[config.mk]
export PLATFORM = sky130hd
export DESIGN_NAME = div32_seq
export DESIGN_NICKNAME = d
export VERILOG_FILES = /design/src/rtl/div32_seq.sv
export SDC_FILE = /design/constraint.sdc
export NUM_CORES = 1
export LEC_CHECK = 0
export CAP_MARGIN = 5
export CORE_ASPECT_RATIO = 1.75
export CORE_MARGIN = 10
export CORE_UTILIZATION = 50
export DETAILED_ROUTE_END_ITERATION = 6
export PLACE_DENSITY = 0.75
export SETUP_SLACK_MARGIN = 0.02
export SKIP_LAST_GASP = 1
export SYNTH_ARGS = -nofsm -noshare
export SYNTH_HDL_FRONTEND = slang
export SYNTH_SLANG_ARGS = --single-unit
[constraint.sdc]
create_clock -name i_clk -period 4.7 [get_ports i_clk]
set_input_delay 0.47 -clock i_clk [delete_from_list [all_inputs] [get_ports i_clk]]
set_output_delay 0.47 -clock i_clk [all_outputs]
set_load 0.005 [all_outputs]
[src/rtl/div32_seq.sv]
// Multi-cycle RV32M divider (DIV/DIVU/REM/REMU): restoring division producing
// one quotient bit per cycle, fixed 33-cycle latency from acceptance to o_valid.
module div32_seq #(
  parameter int unsigned XLEN  = 32,
  parameter int unsigned CNT_W = 6
) (
  input  logic            i_clk,
  input  logic            i_reset,
  input  logic            i_start,
  input  logic [1:0]      i_op,
  input  logic [XLEN-1:0] i_a,
  input  logic [XLEN-1:0] i_b,
  input  logic            i_kill,
  output logic            o_ready,
  output logic            o_busy,
  output logic            o_valid,
  output logic [XLEN-1:0] o_result
);

  localparam logic [XLEN-1:0]  MIN_NEG  = {1'b1, {(XLEN-1){1'b0}}};
  localparam logic [CNT_W-1:0] LAST_CNT = CNT_W'(XLEN - 1);

  typedef enum logic [1:0] {S_IDLE, S_CALC, S_DONE} state_t;

  state_t          state_q, state_d;
  logic [1:0]      op_q, op_d;
  logic [XLEN-1:0] a_q, a_d;
  logic [XLEN-1:0] b_q, b_d;
  logic [XLEN-1:0] r_q, r_d;
  logic [XLEN-1:0] q_q, q_d;
  logic [CNT_W-1:0] cnt_q, cnt_d;
  logic            neg_q_q, neg_q_d;
  logic            neg_r_q, neg_r_d;
  logic            div0_q, div0_d;
  logic            ovf_q, ovf_d;
  logic [XLEN-1:0] result_q, result_d;

  logic            accept;
  logic            last_step;
  logic            in_signed;
  logic [XLEN-1:0] a_abs, b_abs;
  logic [XLEN:0]   diff;
  logic [XLEN-1:0] r_step, q_step;
  logic [XLEN-1:0] result_sel;

  // op[0]=1 selects unsigned, op[1]=1 selects remainder
  assign accept    = (state_q == S_IDLE) && i_start && !i_kill;
  assign last_step = (state_q == S_CALC) && (cnt_q == LAST_CNT);
  assign in_signed = !i_op[0];
  assign a_abs     = (in_signed && i_a[XLEN-1]) ? -i_a : i_a;
  assign b_abs     = (in_signed && i_b[XLEN-1]) ? -i_b : i_b;

  // One restoring step: trial-subtract the divisor from the shifted remainder
  always_comb begin
    diff = {r_q, q_q[XLEN-1]} - {1'b0, b_q};
    if (!diff[XLEN]) begin
      r_step = diff[XLEN-1:0];
      q_step = {q_q[XLEN-2:0], 1'b1};
    end else begin
      r_step = {r_q[XLEN-2:0], q_q[XLEN-1]};
      q_step = {q_q[XLEN-2:0], 1'b0};
    end
  end

  // Final result from the last step's values, special cases first
  always_comb begin
    result_sel = q_step;
    if (div0_q) begin
      result_sel = op_q[1] ? a_q : '1;
    end else if (ovf_q) begin
      result_sel = op_q[1] ? '0 : MIN_NEG;
    end else if (op_q[1]) begin
      result_sel = neg_r_q ? -r_step : r_step;
    end else begin
      result_sel = neg_q_q ? -q_step : q_step;
    end
  end

  always_ff @(posedge i_clk) begin
    if (i_reset) state_q <= S_IDLE;
    else         state_q <= state_d;
  end

  always_comb begin
    state_d = state_q;
    if (i_kill) begin
      state_d = S_IDLE;
    end else begin
      case (state_q)
        S_IDLE:  if (i_start)   state_d = S_CALC;
        S_CALC:  if (last_step) state_d = S_DONE;
        S_DONE:  state_d = S_IDLE;
        default: state_d = S_IDLE;
      endcase
    end
  end

  always_comb begin
    o_ready = 1'b0;
    o_busy  = 1'b0;
    o_valid = 1'b0;
    case (state_q)
      S_IDLE:  o_ready = 1'b1;
      S_CALC:  o_busy  = 1'b1;
      S_DONE: begin
        o_busy  = 1'b1;
        o_valid = !i_kill;
      end
      default: o_ready = 1'b0;
    endcase
  end

  // Datapath: latch operands on acceptance, iterate in CALC; frozen by kill
  always_comb begin
    op_d     = op_q;
    a_d      = a_q;
    b_d      = b_q;
    r_d      = r_q;
    q_d      = q_q;
    cnt_d    = cnt_q;
    neg_q_d  = neg_q_q;
    neg_r_d  = neg_r_q;
    div0_d   = div0_q;
    ovf_d    = ovf_q;
    result_d = result_q;
    if (accept) begin
      op_d    = i_op;
      a_d     = i_a;
      b_d     = b_abs;
      q_d     = a_abs;
      r_d     = '0;
      cnt_d   = '0;
      neg_q_d = in_signed && (i_a[XLEN-1] ^ i_b[XLEN-1]);
      neg_r_d = in_signed && i_a[XLEN-1];
      div0_d  = (i_b == '0);
      ovf_d   = in_signed && (i_a == MIN_NEG) && (i_b == '1);
    end else if ((state_q == S_CALC) && !i_kill) begin
      r_d   = r_step;
      q_d   = q_step;
      cnt_d = cnt_q + CNT_W'(1);
      if (last_step) result_d = result_sel;
    end
  end

  always_ff @(posedge i_clk) begin
    if (i_reset) begin
      op_q     <= '0;
      a_q      <= '0;
      b_q      <= '0;
      r_q      <= '0;
      q_q      <= '0;
      cnt_q    <= '0;
      neg_q_q  <= 1'b0;
      neg_r_q  <= 1'b0;
      div0_q   <= 1'b0;
      ovf_q    <= 1'b0;
      result_q <= '0;
    end else begin
      op_q     <= op_d;
      a_q      <= a_d;
      b_q      <= b_d;
      r_q      <= r_d;
      q_q      <= q_d;
      cnt_q    <= cnt_d;
      neg_q_q  <= neg_q_d;
      neg_r_q  <= neg_r_d;
      div0_q   <= div0_d;
      ovf_q    <= ovf_d;
      result_q <= result_d;
    end
  end

  assign o_result = result_q;

endmodule

==> impl_metrics.ini <==
[logic_synthesis]
synth-compound-area-share_pct = 27.86
synth_top_area_share_pct = 26.76
synth_seq_cells = 173
synth.yosys.seq_area_share_pct = 26.76
yosys.area_share.simple_pct = 25.19
synth_fa_ha_area_share_pct = 4.215
ys_warn_count = 0
synthMuxAreaShare_pct = 1.982
async_flop_share_pct = 0
yosysUniqueCellTypes = 96
synth_flop_cell = dfxtp_1
synth_top_family_by_area = compound AO/OA/AOI/OAI gates
synth_edf_count = 0
synth_area_leader_cell = dfxtp_1
synth.top_cells.by_area = dfxtp_1 27%, nand2_1 7.1%, nor2_1 5.6%, a21oi_1 4.8%, xor2_1 4.4%
netlist_area_mm2 = 0.01294
synth_xor_area_share_pct = 8.255
postSynthNetCount = 1877
syn_inst = 1764
avgSynthCellArea_um2 = 7.338

[clock_tree]
cts-root-buf = clkbuf_16
clockBufferDepth = 2
clkLatencyLatePin_ns = 0.46
cts_made_buffers = 17
cts_hold_buffers = 0
cts_num_sinks = 173
cts_tree = done
htreeDepth = 4
cts.reportedPaths.clkPinSlew_ns = 0.07

[route]
antenna_left = 0
drt_iter0_drc = 915
wirelength_um = 45040
vias = 13590
drc = 0
routedWlPerCell_um = 20.75
drtPass1Iterations = 5
vias_per_cell = 6.259

[floorplanning]
die-width_um = 141.6
ios = 105
num_rows = 77
core-area_mm2 = 0.02543
initial_utilization_pct = 50.89
die_y_um = 232.8
die-area_mm2 = 0.03298

[sta]
setup_viol = 0
fin_worst_skew_ns = 0.01531
finalCriticalPeriod_ns = 4.531
min_period_over_period_pct = 96.40
hold_viol_final = 0
max_slew_margin_pct = 28.64
worst_pin_slew_ns = 1.068
max_freq_mhz = 220.7
report.final.slew_viol_count = 0

[finish]
num-nets-final = 1956
diodes = 0
syn2layout_area_growth_pct = 17.58
drive_gt1_share_pct = 9.865
nFillCells = 2406
multi_input_area_mm2 = 0.008929
regArea_mm2 = 0.003467
final_area_mm2 = 0.01522
final_cells = 2171

[placement]
port_buffers = 104
place_inst = 2128
gp_congestion = 0.9715
placed_area_mm2 = 0.01447
dp.final_hpwl_um = 34510

[critical_path]
worstSetupStartpointType = flop
crit_path_end_kind = flop
worstPathArrival_ns = 4.89
cp_data_required_time_ns = 5.06
critical_path.max_fanout = 6
critPathKind = flop to flop

[run]
cap_violations = 0

[global_route]
antenna_found_initial = 0
grt_pass1_vias = 13220
grt_pass1_wl_um = 70700
grt_remaining_overflow = 0
grt_usage_pct = 26.63
grt_max_degree = 75

[power]
ir_drop_mv = 0.2828
leakagePower_nw = 5.513
powerDensity_mw_per_mm2 = 307.7

[hold_path]
hold_class = flop to flop

[outcome]
status = complete, no violations
==> metal layers <==
metal	GRT usage, %	routed length [um]
met2	47.35	23340
met4	18.01	2883
met1	28.19	16890
met5	0	0
met3	3.977	1929
==> critical path: stages, from the launching register on <==
cell and delay [ns]:
dfxtp_2 0.32, inv_1 0.04, ha_1 0.20, inv_2 0.06, fa_2 0.22, a211oi_4 0.09, or4_4 0.57, o221ai_4 0.27
a2bb2oi_4 0.11, a211oi_4 0.25, buf_6 0.15, mux2i_2 0.24, ha_2 0.24, nand2b_1 0.08, nor4_2 0.19, and4b_2 0.31
o22ai_4 0.12, buf_4 0.17, o31ai_2 0.24, xnor2_1 0.17, nand2_1 0.09, a311oi_1 0.27
==> cells in the final DEF, fill, tap and decap left out, types with 13 or more instances in the layout <==
cell and count:
a311oi_1 45, clkbuf_16 17, xnor2_1 57, and3_1 16, a211oi_1 64, clkdlybuf4s50_1 103
nand2_1 245, o211ai_1 13, nor2_1 192, inv_1 60, buf_4 79, o41ai_1 14
nor4_1 24, xor2_1 65, or4_1 17, o31ai_1 21, mux2i_1 18, dfxtp_1 170
nand4_1 23, nand3_1 29, a21oi_1 123, a31oi_1 17, o21ai_0 88, a21o_1 23
ha_1 39, or3_1 24, nor3_1 47
==> report_power, final <==
group	switching [W]	internal [W]	leakage [nW]
Clock	0.000656	0.000736	0.269
Sequential	0.0000655	0.00153	1.41
Combinational	0.00102	0.000674	3.83
Total	0.00174	0.00294	5.51
==> cell type report <==
class,count,area share (%)
Sequential cell,173,22.78
Multi-Input combinational cell,1405,58.66
Inverter,63,1.554
Timing Repair Buffer,183,10.74
Tap cell,316,2.598
Clock inverter,14,0.8632
Clock buffer,17,2.795
==> cells by family after synthesis <==
| family | after synthesis |
|---|---|
| AOI/OAI and AO/OA | 525 |
| buffers and inverters | 186 |
| xor gates and xnor gates | 122 |
| muxes | 24 |
| adders and majority gates | 43 |
| and+or+nand+nor | 691 |
| DFF | 173 |
==> Yosys cell counts, types with 18 or more instances <==
master,instances
nor2_1,193
xor2_1,65
nor4_1,25
nand4_1,23
inv_1,62
mux2i_1,19
o21ai_0,88
a211oi_1,65
ha_1,42
o31ai_1,23
clkbuf_1,91
a311oi_1,46
nand2_1,245
a21o_1,23
nor3_1,49
xnor2_1,57
a21oi_1,124
or4_1,18
dfxtp_1,173
or3_1,24
nand3_1,29
==> repair_timing <==
item | CTS | global route
resized for setup | 0 | 24
pin swaps | 1 | 11
buffers inserted | 0 | 12
endpoints found under the setup margin | 1 | 13
==> worst paths after layout <==
path | from | to | slack [ns] | cells after the start
worst max-delay path | q_q[31] | o_result[18] | 0.17 | 21
worst min-delay path | a_q[9] | a_q[9] | 0.45 | 2
worst max register to register | q_q[31] | o_result[18] | 0.17 | 21
worst min register to register | a_q[9] | a_q[9] | 0.45 | 2
==> per-stage QoR <==
step	worst slack, ns	utilization, %	TNS, ns	total power [W]	hold slack, ns
final	0.1694	59.84	0	0.004683	0.4531
after global routing	-0.01324	59.84	-0.02022	0.004916	0.4698
after CTS	0.04082	59.07	0	0.004607	0.4529
after detailed placement	0.04582	56.88	0	0.003213	0.4430
after global placement	0.1684	56.88	0	0.003204	0.4395
after floorplan	-0.01075	-	-0.01075	0.002721	0.4311
==> flip-flops by register name (all words and copies together) (netlist names), 2 cells and up <==
register	flops
o_result	32
state_q	2
r_q	32
q_q	32
a_q	32
cnt_q	6
b_q	32
Note: power is estimated with default switching activity, not from simulation.
